$ cat config.mk
export PLATFORM = sky130hd
export DESIGN_NAME = exe_mem_pipe_stage_flat
export DESIGN_NICKNAME = d
export VERILOG_FILES = /design/src/rtl/exe_mem_pipe_stage_if.sv /design/src/rtl/exe_mem_pipe_stage.sv /design/src/flat_wrapper.sv
export SDC_FILE = /design/constraint.sdc
export NUM_CORES = 1
export LEC_CHECK = 0
export BUFFER_PORTS_ARGS = -buffer_cell sky130_fd_sc_hd__buf_2
export CAP_MARGIN = 20
export CORE_MARGIN = 2
export CORE_UTILIZATION = 24
export DETAILED_ROUTE_END_ITERATION = 16
export PLACE_DENSITY = 0.46
export SETUP_SLACK_MARGIN = 0.1
export SKIP_LAST_GASP = 1
export SLEW_MARGIN = 20
export SYNTH_ARGS = -nofsm -noshare
export SYNTH_HDL_FRONTEND = slang
export SYNTH_SLANG_ARGS = --single-unit
$ cat constraint.sdc
create_clock -name i_clk -period 2.5 [get_ports i_clk]
set_input_delay 0.25 -clock i_clk [delete_from_list [all_inputs] [get_ports i_clk]]
set_output_delay 0.25 -clock i_clk [all_outputs]
set_load 0.02 [all_outputs]
$ cat src/rtl/exe_mem_pipe_stage_if.sv
// Valid/ready payload bundle between the EXE datapath, the EXE->MEM stage and data memory.
// The producer uses the master modport and the consumer uses the slave modport.
interface exe_mem_pipe_stage_if #(
   parameter int DATA_W = 32,
   parameter int REG_AW = 5
);
   logic              valid;
   logic              ready;
   logic [DATA_W-1:0] result;
   logic [DATA_W-1:0] br_addr;
   logic [DATA_W-1:0] rt;
   logic [REG_AW-1:0] dst_reg;
   logic [REG_AW-1:0] rd;
   logic              zero;
   logic [5:0]        ctrl;

   modport master (
      output valid, result, br_addr, rt, dst_reg, rd, zero, ctrl,
      input  ready
   );

   modport slave (
      input  valid, result, br_addr, rt, dst_reg, rd, zero, ctrl,
      output ready
   );
endinterface

$ cat src/rtl/exe_mem_pipe_stage.sv
// EXE->MEM pipeline register with a 2-entry skid buffer (main + skid), flush to bubble,
// and registered beq/bne branch resolution presented as o_mem_pc_src.
module exe_mem_pipe_stage #(
   parameter int DATA_W = 32,
   parameter int REG_AW = 5
) (
   input  logic                  i_clk,
   input  logic                  i_reset,
   input  logic                  i_flush,
   exe_mem_pipe_stage_if.slave   i_exe,
   exe_mem_pipe_stage_if.master  o_mem,
   output logic                  o_mem_pc_src
);

   typedef struct packed {
      logic [DATA_W-1:0] result;
      logic [DATA_W-1:0] br_addr;
      logic [DATA_W-1:0] rt;
      logic [REG_AW-1:0] dst_reg;
      logic [REG_AW-1:0] rd;
      logic              zero;
      logic [5:0]        ctrl;
   } payload_t;

   // ST_ONE: only main holds an entry; ST_FULL: main and skid both hold entries.
   typedef enum logic [1:0] {
      ST_EMPTY = 2'd0,
      ST_ONE   = 2'd1,
      ST_FULL  = 2'd2
   } state_t;

   state_t   r_state;
   state_t   w_state_nxt;
   payload_t r_main;
   payload_t r_skid;
   payload_t w_in;
   logic     w_accept;
   logic     w_retire;
   logic     w_ld_main_in;
   logic     w_ld_main_skid;
   logic     w_ld_skid;
   logic     w_out_valid;

   always_comb begin
      w_in.result  = i_exe.result;
      w_in.br_addr = i_exe.br_addr;
      w_in.rt      = i_exe.rt;
      w_in.dst_reg = i_exe.dst_reg;
      w_in.rd      = i_exe.rd;
      w_in.zero    = i_exe.zero;
      w_in.ctrl    = i_exe.ctrl;
   end

   assign w_out_valid = (r_state != ST_EMPTY);
   assign i_exe.ready = (r_state != ST_FULL);
   assign w_accept    = i_exe.valid & i_exe.ready;
   assign w_retire    = w_out_valid & o_mem.ready;

   always_ff @(posedge i_clk) begin
      if (i_reset) begin
         r_state <= ST_EMPTY;
      end else begin
         r_state <= w_state_nxt;
      end
   end

   always_comb begin
      w_state_nxt    = r_state;
      w_ld_main_in   = 1'b0;
      w_ld_main_skid = 1'b0;
      w_ld_skid      = 1'b0;
      unique case (r_state)
         ST_EMPTY: begin
            if (w_accept) begin
               w_ld_main_in = 1'b1;
               w_state_nxt  = ST_ONE;
            end
         end
         ST_ONE: begin
            if (w_retire && w_accept) begin
               w_ld_main_in = 1'b1;
            end else if (w_retire) begin
               w_state_nxt = ST_EMPTY;
            end else if (w_accept) begin
               w_ld_skid   = 1'b1;
               w_state_nxt = ST_FULL;
            end
         end
         ST_FULL: begin
            // in_ready is low here, so the skid entry drains before any new input.
            if (w_retire) begin
               w_ld_main_skid = 1'b1;
               w_state_nxt    = ST_ONE;
            end
         end
         default: begin
            w_state_nxt = ST_EMPTY;
         end
      endcase
      if (i_flush) begin
         w_state_nxt    = ST_EMPTY;
         w_ld_main_in   = 1'b0;
         w_ld_main_skid = 1'b0;
         w_ld_skid      = 1'b0;
      end
   end

   always_ff @(posedge i_clk) begin
      if (i_reset) begin
         r_main <= '0;
         r_skid <= '0;
      end else begin
         if (w_ld_main_in) begin
            r_main <= w_in;
         end else if (w_ld_main_skid) begin
            r_main <= r_skid;
         end
         if (w_ld_skid) begin
            r_skid <= w_in;
         end
      end
   end

   always_comb begin
      o_mem.valid   = w_out_valid;
      o_mem.result  = r_main.result;
      o_mem.br_addr = r_main.br_addr;
      o_mem.rt      = r_main.rt;
      o_mem.dst_reg = r_main.dst_reg;
      o_mem.rd      = r_main.rd;
      o_mem.zero    = r_main.zero;
      o_mem.ctrl    = w_out_valid ? r_main.ctrl : '0;
   end

   // ctrl[5] = beq, ctrl[4] = bne
   assign o_mem_pc_src = w_out_valid &
                         ((r_main.ctrl[5] & r_main.zero) | (r_main.ctrl[4] & ~r_main.zero));

endmodule

$ cat src/flat_wrapper.sv
// flat-port wrapper written by rule: the top's interface ports become plain ports
module exe_mem_pipe_stage_flat 
#(
   parameter int DATA_W = 32,
   parameter int REG_AW = 5
)
  (i_clk, i_reset, i_flush, o_mem_pc_src, i_exe_valid, i_exe_result, i_exe_br_addr, i_exe_rt, i_exe_dst_reg, i_exe_rd, i_exe_zero, i_exe_ctrl, i_exe_ready, o_mem_valid, o_mem_result, o_mem_br_addr, o_mem_rt, o_mem_dst_reg, o_mem_rd, o_mem_zero, o_mem_ctrl, o_mem_ready);
  exe_mem_pipe_stage_if #(.DATA_W(DATA_W), .REG_AW(REG_AW)) i_exe_i ();
  exe_mem_pipe_stage_if #(.DATA_W(DATA_W), .REG_AW(REG_AW)) o_mem_i ();
  input  logic i_clk;
  input  logic i_reset;
  input  logic i_flush;
  output logic o_mem_pc_src;
  input wire logic [$bits(i_exe_i.valid)-1:0] i_exe_valid;
  input wire logic [$bits(i_exe_i.result)-1:0] i_exe_result;
  input wire logic [$bits(i_exe_i.br_addr)-1:0] i_exe_br_addr;
  input wire logic [$bits(i_exe_i.rt)-1:0] i_exe_rt;
  input wire logic [$bits(i_exe_i.dst_reg)-1:0] i_exe_dst_reg;
  input wire logic [$bits(i_exe_i.rd)-1:0] i_exe_rd;
  input wire logic [$bits(i_exe_i.zero)-1:0] i_exe_zero;
  input wire logic [$bits(i_exe_i.ctrl)-1:0] i_exe_ctrl;
  output wire logic [$bits(i_exe_i.ready)-1:0] i_exe_ready;
  output wire logic [$bits(o_mem_i.valid)-1:0] o_mem_valid;
  output wire logic [$bits(o_mem_i.result)-1:0] o_mem_result;
  output wire logic [$bits(o_mem_i.br_addr)-1:0] o_mem_br_addr;
  output wire logic [$bits(o_mem_i.rt)-1:0] o_mem_rt;
  output wire logic [$bits(o_mem_i.dst_reg)-1:0] o_mem_dst_reg;
  output wire logic [$bits(o_mem_i.rd)-1:0] o_mem_rd;
  output wire logic [$bits(o_mem_i.zero)-1:0] o_mem_zero;
  output wire logic [$bits(o_mem_i.ctrl)-1:0] o_mem_ctrl;
  input wire logic [$bits(o_mem_i.ready)-1:0] o_mem_ready;
  assign i_exe_i.valid = i_exe_valid;
  assign i_exe_i.result = i_exe_result;
  assign i_exe_i.br_addr = i_exe_br_addr;
  assign i_exe_i.rt = i_exe_rt;
  assign i_exe_i.dst_reg = i_exe_dst_reg;
  assign i_exe_i.rd = i_exe_rd;
  assign i_exe_i.zero = i_exe_zero;
  assign i_exe_i.ctrl = i_exe_ctrl;
  assign i_exe_ready = i_exe_i.ready;
  assign o_mem_valid = o_mem_i.valid;
  assign o_mem_result = o_mem_i.result;
  assign o_mem_br_addr = o_mem_i.br_addr;
  assign o_mem_rt = o_mem_i.rt;
  assign o_mem_dst_reg = o_mem_i.dst_reg;
  assign o_mem_rd = o_mem_i.rd;
  assign o_mem_zero = o_mem_i.zero;
  assign o_mem_ctrl = o_mem_i.ctrl;
  assign o_mem_i.ready = o_mem_ready;
  exe_mem_pipe_stage #(.DATA_W(DATA_W), .REG_AW(REG_AW)) u_core (.i_clk(i_clk), .i_reset(i_reset), .i_flush(i_flush), .i_exe(i_exe_i), .o_mem(o_mem_i), .o_mem_pc_src(o_mem_pc_src));
endmodule
## After elaboration in Yosys (flattened, before gate mapping)

Cells that the tools add are included.

| word-level totals | value |
|---|---|
| input port bits | 118 |
| register bits after elaboration | 228 |
| word-level logic and storage cells | 55 |

| operators by class | value |
|---|---|
| bitwise logic cells | 7 |
| equality and inequality tests | 7 |
| multiplexer cells | 20 |
| reduce and logical (&&, ||, !) cells | 6 |

Operators by type and width:

| kind | count |
|---|---|
| $mux 113 | 2 |
| $mux 1 | 10 |
| $mux 2 | 5 |
| $mux 6 | 1 |
| $pmux 2 s3 | 1 |
| $and 1x1->1 | 5 |
| $ne 2x1->1 const B | 2 |
| $ne 2x2->1 const B | 2 |
| $reduce_and 4->1 | 1 |
| $reduce_bool 2->1 | 2 |
| $ne 3x1->1 const B | 1 |
| $eq 2x1->1 const B | 1 |
| $eq 2x2->1 const B | 1 |
| $logic_not 2->1 | 1 |
| $pmux 1 s2 | 1 |
| $reduce_or 2->1 | 1 |
| $logic_and 1x1->1 | 1 |
| $not 1->1 | 1 |
| $or 1x1->1 | 1 |

## Logic depth before layout (Yosys ltp)

Gate-level depths: netlist of run 1.

| depth | value |
|---|---|
| depth in word-level cells | 7 |
| gate-level depth with buffers | 7 |

## Least setup slack after synthesis of run 1

No wires, ideal clock.

| timing | value |
|---|---|
| kind | reg-to-reg |
| start | register u_core.r_state[0] |
| end | register u_core.r_main[4] (netlist name) |
| stages on the path, launching flop included | 7 |
| setup time | 0.122 ns |
| arrival | 1.437 ns |
| path slack | 0.941 ns |
| clock period less this slack | 1.559 ns |
| required time | 2.378 ns |
| cells stage by stage | dfxtp_1 -> buf_4 -> nor4bb_2 -> a311oi_2 -> buf_4 -> buf_4 -> a221o_1 |

| on the way | value |
|---|---|
| word-level cells in the longest chain between the ends | 7 |

Ends and longest elaborated chain:

| item | RTL line | RTL |
|---|---|---|
| start: declaration | exe_mem_pipe_stage.sv:32 | `state_t r_state;` |
| start signal: assignment | exe_mem_pipe_stage.sv:63 | `r_state <= w_state_nxt;` |
| $ne 2x2->1 or $reduce_bool 2->1 (tied branches) | exe_mem_pipe_stage.sv:55, exe_mem_pipe_stage.sv:54 |  |
| $and 1x1->1 (on tied branches) | exe_mem_pipe_stage.sv:56, exe_mem_pipe_stage.sv:57 |  |
| $logic_and 1x1->1 | exe_mem_pipe_stage.sv:80 | `if (w_retire && w_accept) begin` |
| $mux 1 | exe_mem_pipe_stage.sv:80 |  |
| $pmux 1 s2 | exe_mem_pipe_stage.sv:72 | `unique case (r_state)` |
| $mux 1 | exe_mem_pipe_stage.sv:100 | `if (i_flush) begin` |
| $mux 113 or $reduce_bool 2->1 (tied branches) | n/a |  |
| end signal: assignment | exe_mem_pipe_stage.sv:114 | `r_main <= w_in;` |
| end signal: assignment | exe_mem_pipe_stage.sv:116 | `r_main <= r_skid;` |
| end: declaration | exe_mem_pipe_stage.sv:34 | `payload_t r_main;` |

Several ways; a longest one is shown, not always the timed one.
A chain may end at the register's enable or synchronous reset.

## Worst setup path after layout of run 1

| timing | value |
|---|---|
| start | register u_core.r_state[0] |
| end | register u_core.r_main (netlist bit u_core.o_mem.br_addr[15]) |

Same word-level chain as after synthesis.

==> results.toml, run 1 <==
[pwr]
p_per_area_mw_per_mm2 = 695
vdd_drop_max_mv = 0.469
power_leakage_nw = 5.31

[timing]
slew_headroom = 0.481
grt_setup_unrepaired = "no"
tightest_slew_ns = 0.779
period_share = 0.849
fin_worst_skew_ns = 0.0138
period_needed_ns = 2.12
max_freq_ghz = 0.471
setup-tns-final_ns = 0
finalSetupViolCount = 0
final_max_slew_viol_count = 0
hold_violations = 0

[setup_path]
crit_chain = "nand2b_1 > a311oi_4 > buf_4 > a221o_1"
crit_family = "buffers and inverters"
crit_slowest_cell = "buf_4"
worst_setup_path_start_kind = "register"
critical_path_class = "reg -> reg"
max_stage_delay_ns = 0.66
cp_num_buf_inv = 1
worst-path-max-fanout = 58
cp-end-kind = "register"
arrival_ns = 2.60
worstPathRequired_ns = 2.98

[placed_design]
dp_hpwl_mm = 17.5
dp_cells = 1597
gp_congestion = 0.698
port_buffers = 233

[global_routing]
grt_pass1_vias = 8706
antenna_found_initial = 3
grt_pass1_wl_mm = 50.2
grt_max_degree = 114
track_usage = 0.150
overflow = 0

[clocking]
htreeDepth = 1
cts_tree = "built"
cts_sinks = 228
cts_buffers = 28
clock_path_buffers = 3
clock-root-buffer = "clkbuf_16"
post_cts_buffers = 0
clkSlewWorstSetupHoldPaths_ns = 0.06
clock_latency_ns = 0.55

[logic_synthesis]
synth_top_area_cell = "dfxtp_1"
syn-cell-area_mm2 = 0.00966
synth_fp_nets = 1161
ys_warn_count = 0
syn_inst = 1043
synth_compound_gate_area_share = 0.238
synth_xor_area_frac = 0
synth.area.mux_share = 0.00207
synth-seq-area-share = 0.473
synth_simple_gate_area_share = 0.148
synth.area.top_cells = "dfxtp_1, a221o_1, buf_4"
synth_top_family_by_area = "compound AO/OA/AOI/OAI gates"
synth.distinct_cells = 27
synth.top_cell.area_share = 0.473
synth-seq-cells = 228
yosys.area_share.adder = 0
postSynthAreaPerCell_um2 = 9.26

[final_layout]
finish.utilization = 0.313
synthToLayoutAreaGrowth_pct = 28.9
top_register = "u_core.r_skid"
nNetsFinal = 1333
final_cells = 1762
largest_reg_flops = 113
nFillCells = 4132
drive_gt1_frac = 0.245

[route]
drc = 0
wl_per_cell_um = 18.7
first_pass_iters = 4
ant_nets = 0
vias_per_cell = 4.94
first_iter_violations = 502
route.vias.total = 8704
routed_wl_mm = 32.9

[floorplanning]
die_h_um = 205
start_util = 0.243
rows = 73
die_area_mm2 = 0.0419
die_w_um = 205
core-area_mm2 = 0.0397
io_pins = 234

[flow_run]
drv_cap = 0

[status]
status = "completed"

[min_path]
hp-class = "in -> reg"
## metal layers
| layer | global-route usage | vias up | wire length, um |
|---|---|---|---|
| met1 | 0.203 | 4298 | 15500 |
| met4 | 0.0427 | 4 | 730 |
| met5 | 0 | - | 24 |
| met3 | 0.0248 | 49 | 1640 |
| li1 | - | 4112 | - |
| met2 | 0.247 | 241 | 15000 |
## layout by cell type (no fill, tap or decap), drive strengths merged, types with 2 or more instances in the layout
cell type    Yosys  routed
dfxtp          228     228
a221o          113     113
a21oi          114     114
nor2             4       4
nor2b            7       7
buf            162     250
inv              2       2
clkbuf          59      42
o21ai          113     113
clkinv           0       7
nand3          113     113
diode            0       2
and3           114     114
mux2i            2       2
nand2b           2       2
nor4bb           2       2
nand2            2       2
dlygate4sd3      0     113
## area by class of cell
cell class	instances	area [um2]	share of cell area
tap	525	657	0.0528
inverter	2	10.0	0.000804
sequential	228	4560	0.367
clock inverter	8	42.5	0.00342
antenna	2	5.00	0.000402
multi-input combinational	592	3800	0.305
clock buffer	42	855	0.0686
timing repair buffer	363	2520	0.202
## Yosys cell counts
master	number
dfxtp_1	228
buf_4	124
a21oi_1	114
and3_1	114
a221o_1	113
nand3_1	113
o21ai_0	84
clkbuf_1	59
o21ai_1	29
buf_2	28
buf_1	9
nor2b_1	7
nor2_1	4
mux2i_1	2
nand2_1	2
nand2b_1	2
a2111oi_0	1
a311oi_2	1
buf_6	1
inv_1	1
inv_2	1
nand4bb_1	1
nor4b_4	1
nor4bb_1	1
nor4bb_2	1
o21a_1	1
or3b_1	1
## cell families (layout without fill, tap and decap cells)
family / count (synthesis) / in the layout
AND/OR/NAND/NOR: 247 / 247
other: 0 / 2
AO/OA/AOI/OAI: 343 / 343
multiplexers: 2 / 2
buffers and inverters: 223 / 415
flip-flops: 228 / 228
## where the power goes
group / internal (W) / total, W / switching, W
clock network: 0.00234 / 0.00395 / 0.00161
registers: 0.00375 / 0.00381 / 0.0000679
logic: 0.000366 / 0.000893 / 0.000527
total: 0.00645 / 0.00866 / 0.00221
## through the flow
step | cell area (um2) | setup slack [ns] | power [W] | hold WS (ns)
3_3_place_gp | 10400 | 0.413 | 0.00465 | 0.455
3_5_place_dp | 10400 | 0.374 | 0.00465 | 0.462
2_1_floorplan | 9660 | 0.941 | 0.00440 | 0.389
4_1_cts | 12400 | 0.163 | 0.00880 | 0.0189
6_report | 12400 | 0.377 | 0.00866 | 0.0467
5_1_grt | 12400 | 0.221 | 0.00900 | 0.0407
## worst reg2reg max path, delay by kind of cell (launching register included)
kind | cells | cell delay, ns
buffers and inverters | 1 | 0.66
DFF | 1 | 0.61
AOI/OAI and AO/OA | 2 | 0.60
and+or+nand+nor | 1 | 0.19
## path summary, 6_finish.rpt
| check | from | end | slack [ns] | cells past startpoint |
|---|---|---|---|---|
| worst min register to register | u_core.r_skid[34] | u_core.r_skid[34] | 0.47 | 2 |
| worst max register to register | u_core.r_state[0] | u_core.o_mem.br_addr[15] | 0.38 | 4 |
| worst max-delay path | u_core.r_state[0] | u_core.o_mem.br_addr[15] | 0.38 | 4 |
| worst min-delay path | o_mem_ready | u_core.r_state[1] | 0.05 | 2 |
## timing repair
action	CTS	global route
resized for setup	0	1
hold buffers	113	0
setup endpoints to repair	0	3
endpoints found under the hold margin	226	0
No activity file was read; power rests on OpenSTA's default activity.
==> run 2: changes to the inputs <==
==> constraint.sdc (replaced) <==
create_clock -name i_clk -period 1.98 [get_ports i_clk]
set_input_delay 0.198 -clock i_clk [delete_from_list [all_inputs] [get_ports i_clk]]
set_output_delay 0.198 -clock i_clk [all_outputs]
set_load 0.02 [all_outputs]
==> run 2 against run 1 <==
Against the previous run: sequential power is 26% higher; setup slack got worse by 0.13 ns; sequential share of layout area shrank 0.44 points; non-clock buffer count is 11 higher; hold slack better by 0.086 ns; highest routed layer is now met4.
==> results.toml, run 2 (synthesized netlist as in run 1, its figures left out) <==
[status]
status = "completed"

[flow_run]
drv_cap = 0

[global_routing]
grt_pass1_vias = 8669
grt_max_degree = 114
overflow = 0
track_usage = 0.150
grt_pass1_wl_mm = 50.2
antenna_found_initial = 1

[final_layout]
final_common_cell = "buf_2"
most-common-layout-cells = "buf_2, dfxtp_1, dlygate4sd3_1, a21oi_1"
synthToLayoutAreaGrowth_pct = 30.7
drive_gt1_frac = 0.249
largest_reg_flops = 113
nNetsFinal = 1344
nFillCells = 4121
regArea_mm2 = 0.00457
finalInstanceArea_mm2 = 0.0126
top_register = "u_core.r_skid"
multi_input_area_mm2 = 0.00379

[route]
ant_nets = 0
first_iter_violations = 480
wl_per_cell_um = 18.4
drc = 0
vias_per_cell = 4.89
routed_wl_mm = 32.7
route.vias.total = 8673
first_pass_iters = 5

[timing]
setup-tns-final_ns = 0
slew_headroom = 0.350
tightest_slew_ns = 0.975
final_max_slew_viol_count = 0
finalSetupViolCount = 0
max_freq_ghz = 0.575
hold_violations = 0
period_needed_ns = 1.74
fin_worst_skew_ns = 0.00855
grt_setup_unrepaired = "no"
period_share = 0.878

[clocking]
cts_tree = "built"
cts_sinks = 228
clkSlewWorstSetupHoldPaths_ns = 0.06
clock_path_buffers = 3
clock-root-buffer = "clkbuf_16"
clock_latency_ns = 0.55
post_cts_buffers = 0
cts_buffers = 28
htreeDepth = 1

[setup_path]
worst_setup_path_start_kind = "register"
worstPathRequired_ns = 1.78
critical_path.endpoint = "o_mem_ctrl[3]"
critical_path_class = "reg -> out"
worst-path-max-fanout = 9
r2r_cells = 4
arrival_ns = 1.54
cp-end-kind = "primary output"
rr_endpoint = "u_core.o_mem.result[7]"
r2r-start = "u_core.r_state[0]"
cp-startpoint = "u_core.r_state[1]"
reg2reg_slack_ns = 0.34

[floorplanning]
core-area_mm2 = 0.0397
die_area_mm2 = 0.0419
start_util = 0.243
io_pins = 234
die_w_um = 205
die_h_um = 205
rows = 73

[pwr]
power_leakage_nw = 5.40
p_per_area_mw_per_mm2 = 891
vdd_drop_max_mv = 0.505

[placed_design]
gp_congestion = 0.680
dp_hpwl_mm = 17.9
dpl_cell_area_mm2 = 0.0105
port_buffers = 233

[min_path]
hp-class = "in -> reg"
[run 2: cell count changes in the layout (fill, tap and decap cells not counted), sizes merged]
cell         before  now
diode             2    1
dlygate4sd3     113  115
bufinv            0    2
clkinv            7    3
buf             250  259
clkbuf           42   46
[run 2: worst min path at each step]
stage	startpoint	to	slack, ns	depth (start not counted)
after global placement	i_exe_dst_reg[3]	u_core.o_mem.dst_reg[3]	0.44	2
after floorplan	i_exe_br_addr[0]	u_core.o_mem.br_addr[0]	0.34	1
after detailed placement	i_exe_result[5]	u_core.o_mem.result[5]	0.44	2
final	i_exe_valid	u_core.r_state[0]	0.13	4
after global routing	i_exe_valid	u_core.r_state[0]	0.15	4
after CTS	i_exe_valid	u_core.r_state[0]	0.10	4
[run 2: critical path, stage by stage (launching register included)]
cell     delay [ns]
dfxtp_4        0.41
nor2_1         0.06
buf_4          0.17
nor2b_1        0.17
buf_2          0.19
[run 2: routing by layer]
layer,vias to the layer above,part of all wire,track usage
met1,4230,0.46,0.201
met2,253,0.46,0.248
met3,40,0.058,0.0305
met4,0,0.017,0.0349
met5,-,0,0
li1,4150,-,-
[run 2: stage by stage]
stage	util	worst slack [ns]	hold WS (ns)	instances	total power, W
2_1_floorplan	-	0.421	0.337	1043	0.00556
3_3_place_gp	0.264	0.249	0.437	1606	0.00588
3_5_place_dp	0.264	0.194	0.440	1606	0.00589
4_1_cts	0.317	0.114	0.101	1773	0.0114
5_1_grt	0.318	0.140	0.149	1774	0.0117
6_report	0.318	0.242	0.133	1774	0.0112
[run 2: area by class of cell]
| type | instances | area share |
|---|---|---|
| inverter | 2 | 0.000793 |
| clock buffer | 46 | 0.0689 |
| antenna | 1 | 0.000198 |
| tap | 525 | 0.0521 |
| sequential | 228 | 0.362 |
| clock inverter | 6 | 0.00654 |
| multi-input combinational | 592 | 0.301 |
| timing repair buffer | 374 | 0.209 |
[run 2: where the power goes]
group | internal, W | switching, W | total (W)
Combinational | 0.000481 | 0.000666 | 0.00115
Clock | 0.00324 | 0.00205 | 0.00529
Sequential | 0.00473 | 0.0000832 | 0.00481
[run 2: what timing repair did]
action,in CTS,in global routing
resized for setup,2,2
gates cloned,0,0
hold buffers,115,0
endpoints found under the setup margin,7,2
endpoints found under the hold margin,227,0
==> run 3: changes to the inputs <==
--- a/config.mk
+++ b/config.mk
@@ -5,15 +5,17 @@
 export SDC_FILE = /design/constraint.sdc
 export NUM_CORES = 1
 export LEC_CHECK = 0
+export ABC_AREA = 1
 export BUFFER_PORTS_ARGS = -buffer_cell sky130_fd_sc_hd__buf_2
 export CAP_MARGIN = 20
 export CORE_MARGIN = 2
 export CORE_UTILIZATION = 24
 export DETAILED_ROUTE_END_ITERATION = 16
-export PLACE_DENSITY = 0.46
+export PLACE_DENSITY = 0.45
 export SETUP_SLACK_MARGIN = 0.1
 export SKIP_LAST_GASP = 1
 export SLEW_MARGIN = 20
 export SYNTH_ARGS = -nofsm -noshare
 export SYNTH_HDL_FRONTEND = slang
 export SYNTH_SLANG_ARGS = --single-unit
+export TNS_END_PERCENT = 5
==> run 3 against run 2 <==
Against the previous run: via count grew 26%; combinational power is 22% higher; non-clock buffer count decreased by 6; count of clock-buffer cells in the layout unchanged; final area increased by 14%; register-to-register slack got worse by 0.07 ns.
==> results.toml, run 3 <==
[status]
status = "completed"

[logic_synthesis]
synth_commonest_cells = "nor2_1, inv_1, dfxtp_1, nand4_1, nand2_1"
synth.distinct_cells = 16
yosysMostFrequentCell = "nor2_1"
synthFlopType = "dfxtp_1"
postSynthAreaPerCell_um2 = 6.85
synth_fp_nets = 1752
synth_top_area_cell = "dfxtp_1"
synth.top_cell.area_share = 0.408
ys_warn_count = 0
synth_edf_count = 0
async_flop_share = 0
synth-seq-area-share = 0.408
synth-seq-cells = 228
synth.area.top_cells = "dfxtp_1, nand4_1, nor2_1"
syn_inst = 1634
syn-cell-area_mm2 = 0.0112

[timing]
fin_worst_skew_ns = 0.0137
setup-tns-final_ns = 0
period_share = 0.911
grt_setup_unrepaired = "yes"
tightest_slew_ns = 0.947
finalSetupViolCount = 0
slew_headroom = 0.369
final_max_slew_viol_count = 0
period_needed_ns = 1.80
hold_violations = 0
max_freq_ghz = 0.555

[final_layout]
final_common_cell = "nor2_1"
largest_reg_flops = 113
most-common-layout-cells = "nor2_1, buf_2, inv_1, nand4_1, dfxtp_1"
drive_gt1_frac = 0.174
final_cells = 2424
top_register = "u_core.r_skid"
nFillCells = 5092
nNetsFinal = 1911
synthToLayoutAreaGrowth_pct = 28.0

[route]
wl_met3_mm = 2.05
ant_nets = 0
route.vias.total = 10955
top_layer = "met4"
drc = 0
met1Wirelength_mm = 17.2
first_pass_iters = 4
wl_per_cell_um = 15.1
vias_per_cell = 4.52
routed_wl_mm = 36.5
wl_met2_mm = 16.6
first_iter_violations = 632

[floorplanning]
die_w_um = 220
die_h_um = 220
io_pins = 234
die_area_mm2 = 0.0484
start_util = 0.242
rows = 79
core-area_mm2 = 0.0463

[setup_path]
crit_family = "flip-flops"
cp-end-kind = "primary output"
worst_setup_path_start_kind = "register"
critical_path_class = "reg -> out"
max_stage_delay_ns = 0.41
worst-path-max-fanout = 7
crit_slowest_cell = "dfxtp_4"
cp_num_buf_inv = 2
crit_chain = "nor2_4 > inv_1 > o21ai_0 > a21oi_1 > buf_2"
worstPathRequired_ns = 1.78
arrival_ns = 1.60

[clocking]
clkSlewWorstSetupHoldPaths_ns = 0.06
clock_latency_ns = 0.56
clock_path_buffers = 3
cts_buffers = 30
clock-root-buffer = "clkbuf_16"
cts_tree = "built"
htreeDepth = 1
cts_sinks = 228

[pwr]
pwr-share-seq = 0.403
power.total_w = 0.0119
pwr-share-comb = 0.118
p_per_area_mw_per_mm2 = 831
internal_power_w = 0.00883
swShare = 0.258
switchingPower_w = 0.00308
vdd_drop_max_mv = 0.593
power_leakage_nw = 6.14
clock_power_share = 0.479

[flow_run]
drv_cap = 0

[min_path]
hp-class = "in -> reg"

[placed_design]
port_buffers = 233
gp_congestion = 0.729
dp_cells = 2251
dp_hpwl_mm = 20.8

[global_routing]
antenna_found_initial = 3
grt_pass1_wl_mm = 57.2
grt_pass1_vias = 10082
overflow = 0
grt_max_degree = 145
track_usage = 0.147
[run 3: cell types whose count changed in the layout (fill, tap and decap cells not counted), moves of 5 or more]
cell	previous run	this run
nor2_1	4	347
and3_1	113	0
inv_2	0	5
nand3_1	113	4
nor2b_1	7	0
a221o_1	113	0
nand2_1	2	116
inv_1	1	228
nand4_1	0	228
buf_4	20	8
[run 3: worst paths after layout]
check | startpoint | to | slack (ns) | cells after the start
setup reg to reg | u_core.r_state[0] | u_core.r_skid[10] | 0.27 | 6
hold reg to reg | u_core.r_skid[78] | u_core.r_skid[78] | 0.44 | 2
setup / recovery | u_core.r_state[0] | o_mem_pc_src | 0.18 | 5
hold / removal | i_reset | u_core.r_skid[99] | 0.08 | 4
[run 3: worst min-delay path, stage by stage]
cell and delay (ns):
buf_4 0.11, inv_4 0.12, o21ai_1 0.11, a21oi_1 0.04
[run 3: timing repair]
action	CTS	global route
resized for setup	4	3
hold endpoints to repair	188	0
hold buffers	115	0
gates cloned	1	0
setup buffers	1	0
pin swaps	1	0
setup endpoints to repair	9	19
[run 3: stage by stage]
stage,hold slack (ns),setup slack (ns),utilization,instance area (um2)
after floorplan,0.337,0.637,-,11200
after global placement,0.432,0.224,0.261,12100
after detailed placement,0.436,0.200,0.261,12100
after CTS,0.0276,0.0926,0.309,14300
after global routing,0.0663,0.0895,0.310,14300
final,0.0803,0.177,0.310,14300
[run 3: cell families (layout without fill, tap and decap cells)]
| kind of cell | Yosys count | in the layout | synth area share |
|---|---|---|---|
| simple gates | 701 | 701 | 0.288 |
| buf+inv | 476 | 657 | 0.202 |
| compound gates | 229 | 229 | 0.102 |
| flops | 228 | 228 | 0.408 |
| other cells | 0 | 2 | 0 |
[run 3: final cells by class]
cell class              instances  area [um2]  share of cell area
clock inverters                 8         120             0.00839
multi-input cells             930        4400               0.307
diodes                          2        5.00            0.000349
flip-flops and latches        228        4570               0.319
well taps                     607         759              0.0530
inverters                     235         890              0.0621
repair buffers                368        2650               0.185
clock buffers                  46         922              0.0644
[run 3: power groups by stage]
| stage | Clock [W] | Combinational (W) | Sequential, W |
|---|---|---|---|
| 3_5_place_dp | 0 | 0.00123 | 0.00491 |
| 5_1_grt | 0.00614 | 0.00156 | 0.00482 |
| 2_1_floorplan | 0 | 0.000889 | 0.00489 |
| 4_1_cts | 0.00598 | 0.00142 | 0.00481 |
| 6_report | 0.00570 | 0.00140 | 0.00480 |
| 3_3_place_gp | 0 | 0.00123 | 0.00490 |
[run 3: layer usage]
layer | vias to the layer above | global-route usage
met1 | 5127 | 0.201
met2 | 282 | 0.237
met3 | 48 | 0.0266
met4 | 0 | 0.0356
met5 | - | 0
li1 | 5498 | -
